--- config.mk ---
export PLATFORM = sky130hd
export DESIGN_NAME = alu_rs_scheduler_flat
export DESIGN_NICKNAME = d
export VERILOG_FILES = /design/src/rtl/alu_rs_scheduler_if.sv /design/src/rtl/alu_rs_scheduler.sv /design/src/flat_wrapper.sv
export SDC_FILE = /design/constraint.sdc
export NUM_CORES = 2
export LEC_CHECK = 0
export CAP_MARGIN = 20
export CORE_MARGIN = 2
export CORE_UTILIZATION = 50
export DETAILED_ROUTE_END_ITERATION = 10
export PLACE_DENSITY = 0.8
export SLEW_MARGIN = 20
export SYNTH_ARGS = -nofsm -noshare
export SYNTH_HDL_FRONTEND = slang
export SYNTH_SLANG_ARGS = --single-unit
--- constraint.sdc ---
create_clock -name clk -period 13.9 [get_ports clk]
set_clock_uncertainty 0.15 [all_clocks]
set_input_delay 2.085 -clock clk [delete_from_list [all_inputs] [get_ports clk]]
set_output_delay 2.085 -clock clk [all_outputs]
set_load 0.01 [all_outputs]
--- src/rtl/alu_rs_scheduler_if.sv ---
// Shared types and the bus interface for the ALU reservation station.
// alu_rs_pkg holds the ALU op encoding and the reservation_station_t payload
// exchanged with rename/dispatch and alu_unit.
//
// Handshake: a dispatch transfer happens on a rising clk edge where
// dispatch_valid && dispatch_ready are both high; dispatch_ready never
// depends on dispatch_valid. alu_ready is a plain per-cycle "can accept"
// qualifier for the registered next_execute issue.

package alu_rs_pkg;
    localparam int PREG_W = 6;
    localparam int ROB_W  = 4;

    typedef enum logic [3:0] {
        alu_op_add  = 4'd0,
        alu_op_sub  = 4'd1,
        alu_op_and  = 4'd2,
        alu_op_or   = 4'd3,
        alu_op_xor  = 4'd4,
        alu_op_sll  = 4'd5,
        alu_op_srl  = 4'd6,
        alu_op_sra  = 4'd7,
        alu_op_slt  = 4'd8,
        alu_op_sltu = 4'd9,
        alu_op_lui  = 4'd10
    } alu_op_t;

    typedef struct packed {
        logic              valid;
        alu_op_t           alu_op;
        logic [PREG_W-1:0] rd_paddr;
        logic [ROB_W-1:0]  rd_rob_idx;
        logic [PREG_W-1:0] rs1_paddr;
        logic [31:0]       rs1_data;
        logic [PREG_W-1:0] rs2_paddr;
        logic [31:0]       rs2_data;
    } reservation_station_t;
endpackage

interface alu_rs_scheduler_if #(
    parameter int DEPTH = 8
);
    import alu_rs_pkg::*;

    localparam int OCC_W = $clog2(DEPTH + 1);

    logic                 flush;
    logic                 dispatch_valid;
    logic                 dispatch_ready;
    reservation_station_t dispatch_entry;
    logic                 dispatch_rs1_rdy;
    logic                 dispatch_rs2_rdy;
    logic                 cdb_valid;
    logic [PREG_W-1:0]    cdb_paddr;
    logic [31:0]          cdb_data;
    logic [ROB_W-1:0]     rob_head;
    logic                 alu_ready;
    reservation_station_t next_execute;
    logic [OCC_W-1:0]     occupancy;

    // Pipeline side: dispatch, CDB, ROB head and ALU backpressure.
    modport master (
        output flush, dispatch_valid, dispatch_entry, dispatch_rs1_rdy,
               dispatch_rs2_rdy, cdb_valid, cdb_paddr, cdb_data, rob_head,
               alu_ready,
        input  dispatch_ready, next_execute, occupancy
    );

    // Reservation station side.
    modport slave (
        input  flush, dispatch_valid, dispatch_entry, dispatch_rs1_rdy,
               dispatch_rs2_rdy, cdb_valid, cdb_paddr, cdb_data, rob_head,
               alu_ready,
        output dispatch_ready, next_execute, occupancy
    );
endinterface

--- src/rtl/alu_rs_scheduler.sv ---
// ALU reservation station and oldest-first issue scheduler.
// Buffers dispatched ops, wakes operands from the CDB, and registers the
// oldest fully-ready op (modular ROB age) into next_execute each cycle.
// Optional feature macro: ALU_RS_WAKEUP_BYPASS_EN -- when defined, a CDB
// match counts as ready in the same cycle and its data is muxed into the
// issued payload (back-to-back dependent issue).

module alu_rs_scheduler
    import alu_rs_pkg::reservation_station_t;
#(
    parameter int DEPTH  = 8,
    parameter int PREG_W = 6,
    parameter int ROB_W  = 4
) (
    input logic              clk,
    input logic              rst,
    alu_rs_scheduler_if.slave bus
);
    localparam int OCC_W = $clog2(DEPTH + 1);
    localparam int IDX_W = $clog2(DEPTH);

    // slot[i].valid doubles as the per-slot valid bit.
    reservation_station_t slot [DEPTH];
    logic [DEPTH-1:0]     rs1_rdy;
    logic [DEPTH-1:0]     rs2_rdy;
    logic [OCC_W-1:0]     occ;
    reservation_station_t ne_q;

    logic [PREG_W-1:0]    cdb_tag;
    logic                 cdb_hit;
    logic [DEPTH-1:0]     wake1;
    logic [DEPTH-1:0]     wake2;
    logic [DEPTH-1:0]     cand;
    logic                 found;
    logic [IDX_W-1:0]     sel;
    logic [ROB_W-1:0]     sel_age;
    logic [ROB_W-1:0]     age;
    logic                 free_found;
    logic [IDX_W-1:0]     free_idx;
    logic                 issue;
    logic                 do_dispatch;
    logic                 disp_wake1;
    logic                 disp_wake2;
    reservation_station_t issue_payload;
    reservation_station_t disp_payload;

    assign cdb_tag = bus.cdb_paddr;
    // p0 is the hardwired zero register and never carries a wakeup.
    assign cdb_hit = bus.cdb_valid && (cdb_tag != '0);

    // Per-slot CDB wakeup match and select candidacy.
    always_comb begin
        wake1 = '0;
        wake2 = '0;
        cand  = '0;
        for (int i = 0; i < DEPTH; i++) begin
            wake1[i] = slot[i].valid && !rs1_rdy[i] && cdb_hit && (slot[i].rs1_paddr == cdb_tag);
            wake2[i] = slot[i].valid && !rs2_rdy[i] && cdb_hit && (slot[i].rs2_paddr == cdb_tag);
`ifdef ALU_RS_WAKEUP_BYPASS_EN
            cand[i] = slot[i].valid && (rs1_rdy[i] || wake1[i]) && (rs2_rdy[i] || wake2[i]);
`else
            cand[i] = slot[i].valid && rs1_rdy[i] && rs2_rdy[i];
`endif
        end
    end

    // Oldest-candidate select; strict less-than keeps ties on the lowest slot.
    always_comb begin
        found   = 1'b0;
        sel     = '0;
        sel_age = '0;
        age     = '0;
        for (int i = 0; i < DEPTH; i++) begin
            age = slot[i].rd_rob_idx - bus.rob_head;
            if (cand[i] && (!found || (age < sel_age))) begin
                found   = 1'b1;
                sel     = IDX_W'(i);
                sel_age = age;
            end
        end
    end

    // Issued payload, with CDB data forwarded for operands woken this cycle.
    always_comb begin
        issue_payload       = slot[sel];
        issue_payload.valid = 1'b1;
`ifdef ALU_RS_WAKEUP_BYPASS_EN
        if (wake1[sel]) issue_payload.rs1_data = bus.cdb_data;
        if (wake2[sel]) issue_payload.rs2_data = bus.cdb_data;
`endif
    end

    // Lowest free slot and the dispatch write payload with same-cycle snoop.
    always_comb begin
        free_found = 1'b0;
        free_idx   = '0;
        for (int i = 0; i < DEPTH; i++) begin
            if (!slot[i].valid && !free_found) begin
                free_found = 1'b1;
                free_idx   = IDX_W'(i);
            end
        end
        disp_wake1 = !bus.dispatch_rs1_rdy && cdb_hit && (bus.dispatch_entry.rs1_paddr == cdb_tag);
        disp_wake2 = !bus.dispatch_rs2_rdy && cdb_hit && (bus.dispatch_entry.rs2_paddr == cdb_tag);
        disp_payload       = bus.dispatch_entry;
        disp_payload.valid = 1'b1;
        if (disp_wake1) disp_payload.rs1_data = bus.cdb_data;
        if (disp_wake2) disp_payload.rs2_data = bus.cdb_data;
    end

    // A slot being issued still looks valid this cycle, so it is not reused
    // until the next one; flush discards both dispatch and issue.
    assign bus.dispatch_ready = (occ < OCC_W'(DEPTH));
    assign do_dispatch = bus.dispatch_valid && bus.dispatch_ready && free_found && !bus.flush;
    assign issue       = bus.alu_ready && found && !bus.flush;

    assign bus.next_execute = ne_q;
    assign bus.occupancy    = occ;

    // Slot state, issue register and occupancy update.
    always_ff @(posedge clk) begin
        if (rst) begin
            for (int i = 0; i < DEPTH; i++) slot[i] <= '0;
            rs1_rdy <= '0;
            rs2_rdy <= '0;
            occ     <= '0;
            ne_q    <= '0;
        end else if (bus.flush) begin
            for (int i = 0; i < DEPTH; i++) slot[i].valid <= 1'b0;
            occ  <= '0;
            ne_q <= '0;
        end else begin
            for (int i = 0; i < DEPTH; i++) begin
                if (wake1[i]) begin
                    slot[i].rs1_data <= bus.cdb_data;
                    rs1_rdy[i]       <= 1'b1;
                end
                if (wake2[i]) begin
                    slot[i].rs2_data <= bus.cdb_data;
                    rs2_rdy[i]       <= 1'b1;
                end
            end
            if (issue) begin
                ne_q             <= issue_payload;
                slot[sel].valid  <= 1'b0;
            end else begin
                ne_q <= '0;
            end
            if (do_dispatch) begin
                slot[free_idx]    <= disp_payload;
                rs1_rdy[free_idx] <= bus.dispatch_rs1_rdy || disp_wake1;
                rs2_rdy[free_idx] <= bus.dispatch_rs2_rdy || disp_wake2;
            end
            occ <= occ + OCC_W'(do_dispatch) - OCC_W'(issue);
        end
    end
endmodule

--- src/flat_wrapper.sv ---
// flat-port wrapper written by rule: the top's interface ports become plain ports
module alu_rs_scheduler_flat import alu_rs_pkg::reservation_station_t;
#(
    parameter int DEPTH  = 8,
    parameter int PREG_W = 6,
    parameter int ROB_W  = 4
)
  (clk, rst, bus_flush, bus_dispatch_valid, bus_dispatch_entry, bus_dispatch_rs1_rdy, bus_dispatch_rs2_rdy, bus_cdb_valid, bus_cdb_paddr, bus_cdb_data, bus_rob_head, bus_alu_ready, bus_dispatch_ready, bus_next_execute, bus_occupancy);
  alu_rs_scheduler_if #(.DEPTH(DEPTH)) bus_i ();
  input logic clk;
  input logic rst;
  input wire logic [$bits(bus_i.flush)-1:0] bus_flush;
  input wire logic [$bits(bus_i.dispatch_valid)-1:0] bus_dispatch_valid;
  input wire logic [$bits(bus_i.dispatch_entry)-1:0] bus_dispatch_entry;
  input wire logic [$bits(bus_i.dispatch_rs1_rdy)-1:0] bus_dispatch_rs1_rdy;
  input wire logic [$bits(bus_i.dispatch_rs2_rdy)-1:0] bus_dispatch_rs2_rdy;
  input wire logic [$bits(bus_i.cdb_valid)-1:0] bus_cdb_valid;
  input wire logic [$bits(bus_i.cdb_paddr)-1:0] bus_cdb_paddr;
  input wire logic [$bits(bus_i.cdb_data)-1:0] bus_cdb_data;
  input wire logic [$bits(bus_i.rob_head)-1:0] bus_rob_head;
  input wire logic [$bits(bus_i.alu_ready)-1:0] bus_alu_ready;
  output wire logic [$bits(bus_i.dispatch_ready)-1:0] bus_dispatch_ready;
  output wire logic [$bits(bus_i.next_execute)-1:0] bus_next_execute;
  output wire logic [$bits(bus_i.occupancy)-1:0] bus_occupancy;
  assign bus_i.flush = bus_flush;
  assign bus_i.dispatch_valid = bus_dispatch_valid;
  assign bus_i.dispatch_entry = bus_dispatch_entry;
  assign bus_i.dispatch_rs1_rdy = bus_dispatch_rs1_rdy;
  assign bus_i.dispatch_rs2_rdy = bus_dispatch_rs2_rdy;
  assign bus_i.cdb_valid = bus_cdb_valid;
  assign bus_i.cdb_paddr = bus_cdb_paddr;
  assign bus_i.cdb_data = bus_cdb_data;
  assign bus_i.rob_head = bus_rob_head;
  assign bus_i.alu_ready = bus_alu_ready;
  assign bus_dispatch_ready = bus_i.dispatch_ready;
  assign bus_next_execute = bus_i.next_execute;
  assign bus_occupancy = bus_i.occupancy;
  alu_rs_scheduler #(.DEPTH(DEPTH), .PREG_W(PREG_W), .ROB_W(ROB_W)) u_core (.clk(clk), .rst(rst), .bus(bus_i));
endmodule
==> flow_metrics.env <==
export IMPL_fin_crit_sh=0.986
export IMPL_r2r_cells=62
export IMPL_vias=37931
export IMPL_fill_cells=6549
export IMPL_core_area_mm2=0.0853
export IMPL_cts_inserted_buffers=87
export IMPL_drtPass1Iterations=9
export IMPL_p_seq_frac=0.502
export IMPL_h_tree_depth=3
export IMPL_power_density_mw_per_mm2=111
export IMPL_fin_crit_ns=13.70
export IMPL_hold_ws_ns=0.367
export IMPL_p_clk_frac=0.426
export IMPL_worstPathMaxFanout=16
export IMPL_final_nets=4755
export IMPL_design_die_area_mm2=0.0887
export IMPL_clock_sinks=839
export IMPL_cp_start_kind="input port"
export IMPL_antenna_found_initial=15
export IMPL_arrival_ns=14.09
export IMPL_slew_violations=0
export IMPL_syn_num_nets=4572
export IMPL_final_core_util=0.604
export IMPL_synth_flop_cell="edfxtp_1"
export IMPL_async_flop_share=0
export IMPL_p_total_w=0.00570
export IMPL_multi_input_area_mm2=0.0179
export IMPL_grt_use_total=0.330
export IMPL_seq_area_mm2=0.0240
export IMPL_synth_top_area_cell="edfxtp_1"
export IMPL_start_util=0.506
export IMPL_insertion_delay_ns=0.66
export IMPL_drt_total_wl_mm=153
export IMPL_viasPerCell=6.55
export IMPL_ioPinCount=237
export IMPL_hold_viol_final=0
export IMPL_drtIter0Drc=6544
export IMPL_hp_class="reg2reg"
export IMPL_hpwlAfterDp_mm=85.3
export IMPL_portBuffers=235
export IMPL_syn_area_mm2=0.0432
export IMPL_rsz0062_at_grt="yes"
export IMPL_cts_buffer_depth=3
export IMPL_tightest_slew_ns=1.21
export IMPL_end_kind="flop"
export IMPL_drive_gt1_frac=0.134
export IMPL_worst_slack_ns=0.195
export IMPL_switchingPower_w=0.00133
export IMPL_ys_ff_latch=839
export IMPL_postSynthCellCount=4373
export IMPL_intPower_w=0.00437
export IMPL_synth_common_cells="798 x o21ai_0, 720 x edfxtp_1, 643 x nand2_1"
export IMPL_pwr_share_comb=0.072
export IMPL_clock_root_buffer="clkbuf_16"
export IMPL_clkTransAtPathRegs_ns=0.06
export IMPL_synthDistinctLibCells=64
export IMPL_gp_congestion=0.931
export IMPL_die_y_um=298
export IMPL_cts_tree="yes"
export IMPL_finalSetupViolCount=0
export IMPL_num_rows=107
export IMPL_path_class="in2reg"
export IMPL_avgSynthCellArea_um2=9.87
export IMPL_power_share_switching=0.233
export IMPL_place_ws_ns=-0.766
export IMPL_yosysWarnings=0
export IMPL_cellLeakagePower_nw=18.5
export IMPL_cpPeakStageDelay_ns=0.58
export IMPL_wl_per_cell_um=26.4
export IMPL_grt_max_degree=67
export IMPL_die_w_um=298
export IMPL_drc=0
export IMPL_areaGrowthSynthToFinish_pct=19.4
export IMPL_synth_edf_count=720
export IMPL_cap_violations=0
export IMPL_synth_most_common_cell="o21ai_0"
export IMPL_synth_top_area_share=0.501
export IMPL_holdPathStages=2
export IMPL_ys_seq_area_frac=0.556
export IMPL_ant_nets=0
export IMPL_fin_tns_setup_ns=0
export IMPL_slowest_stage="or4_1"
export IMPL_max_freq_ghz=0.0730
export IMPL_required_ns=14.28
export IMPL_grt_pass1_wl_mm=223
export IMPL_peakVddDrop_v=0.000101
export IMPL_first_global_vias=37057
export IMPL_synth_area_leaders="edfxtp_1 50%, o21ai_0 9.3%, nand2_1 5.6%"
export IMPL_slew_headroom=0.192
export IMPL_outcome="finished, final reports clean"
export IMPL_grt_remaining_overflow=0
repair_timing:
item	4_1_cts	5_1_grt
endpoints found under the setup margin	90	98
pin swaps	2	39
cloned	2	2
resized for setup	19	109
setup buffers	15	11
hold buffers	0	0
path summary, 6_finish.rpt:
path / startpoint / to / slack (ns)
worst max-delay path: bus_rob_head[2] / u_core.bus.next_execute[63] / 0.20
worst min-delay path: u_core.rs1_rdy[5] / u_core.rs1_rdy[5] / 0.37
worst max register to register: u_core.slot[1][76] / u_core.bus.next_execute[63] / 1.36
worst min register to register: u_core.rs1_rdy[5] / u_core.rs1_rdy[5] / 0.37
power groups by stage:
| stage | clock, W | sequential (W) | combinational (W) |
|---|---|---|---|
| final | 0.00243 | 0.00286 | 0.000410 |
| after CTS | 0.00241 | 0.00286 | 0.000370 |
| after floorplan | 0 | 0.00290 | 0.000196 |
| after detailed placement | 0 | 0.00291 | 0.000361 |
| after global routing | 0.00252 | 0.00287 | 0.000431 |
| after global placement | 0 | 0.00291 | 0.000350 |
sequential cells by signal, summed over array words and instances (netlist names):
name,flops
u_core.bus.next_execute,91
u_core.bus.occupancy,4
u_core.rs1_rdy,8
u_core.rs2_rdy,8
u_core.slot,728
placed cells by master (no fill, tap or decap), drive strengths merged, types with 31 or more instances in the layout:
master         synthesis  final
a21o                  31     31
a21oi                383    383
and2                 213    213
buf                  124    273
clkbuf               288    129
clkdlybuf4s50          0    229
dfxtp                119    119
edfxtp               720    720
ha                    49     49
inv                   57     57
mux2i                 68     68
nand2                643    643
nand3                379    379
nor2                  59     59
nor3                  33     33
o21ai                802    802
or4                   87     87
xor2                 105    105
layer usage:
metal  GRT usage  vias up  routed length, um
li1            -    16085                  -
met1       0.418    17749              51100
met2       0.512     3381              68900
met3      0.0817      714              23300
met4       0.199        2               9660
met5           0        -                 14
critical path, delay by kind of cell:
kind	cells	cell delay, ns
AOI/OAI and AO/OA	22	3.33
xor gates and xnor gates	1	0.16
adders and majority gates	8	2.22
buffers and inverters	11	1.66
muxes	3	0.95
and+or+nand+nor	17	3.64
cells by family (layout without fill, tap and decap cells):
| kind of cell | after synthesis | count (layout) | share of synthesized area |
|---|---|---|---|
| compound gates | 1286 | 1286 | 0.157 |
| mux | 74 | 74 | 0.0173 |
| xor+xnor | 135 | 135 | 0.0274 |
| other cells | 0 | 15 | 0 |
| buf+inv | 469 | 725 | 0.0458 |
| simple gates | 1512 | 1512 | 0.178 |
| flops | 839 | 839 | 0.556 |
| fa+ha+maj | 58 | 58 | 0.0184 |
layout make-up:
type | instances | area share
antenna | 15 | 0.000728
clock buffer | 125 | 0.0490
tap | 1144 | 0.0278
inverter | 57 | 0.00423
sequential | 839 | 0.466
clock inverter | 37 | 0.00811
multi-input combinational | 3065 | 0.346
timing repair buffer | 506 | 0.0979
metrics by stage:
stage	instance area [um2]	std cells
floorplan	43300	4373
global placement	47800	5579
detailed placement	47800	5579
CTS	50900	5758
global route	51500	5787
finish	51500	5788
Note: power is estimated with default switching activity, not from simulation.
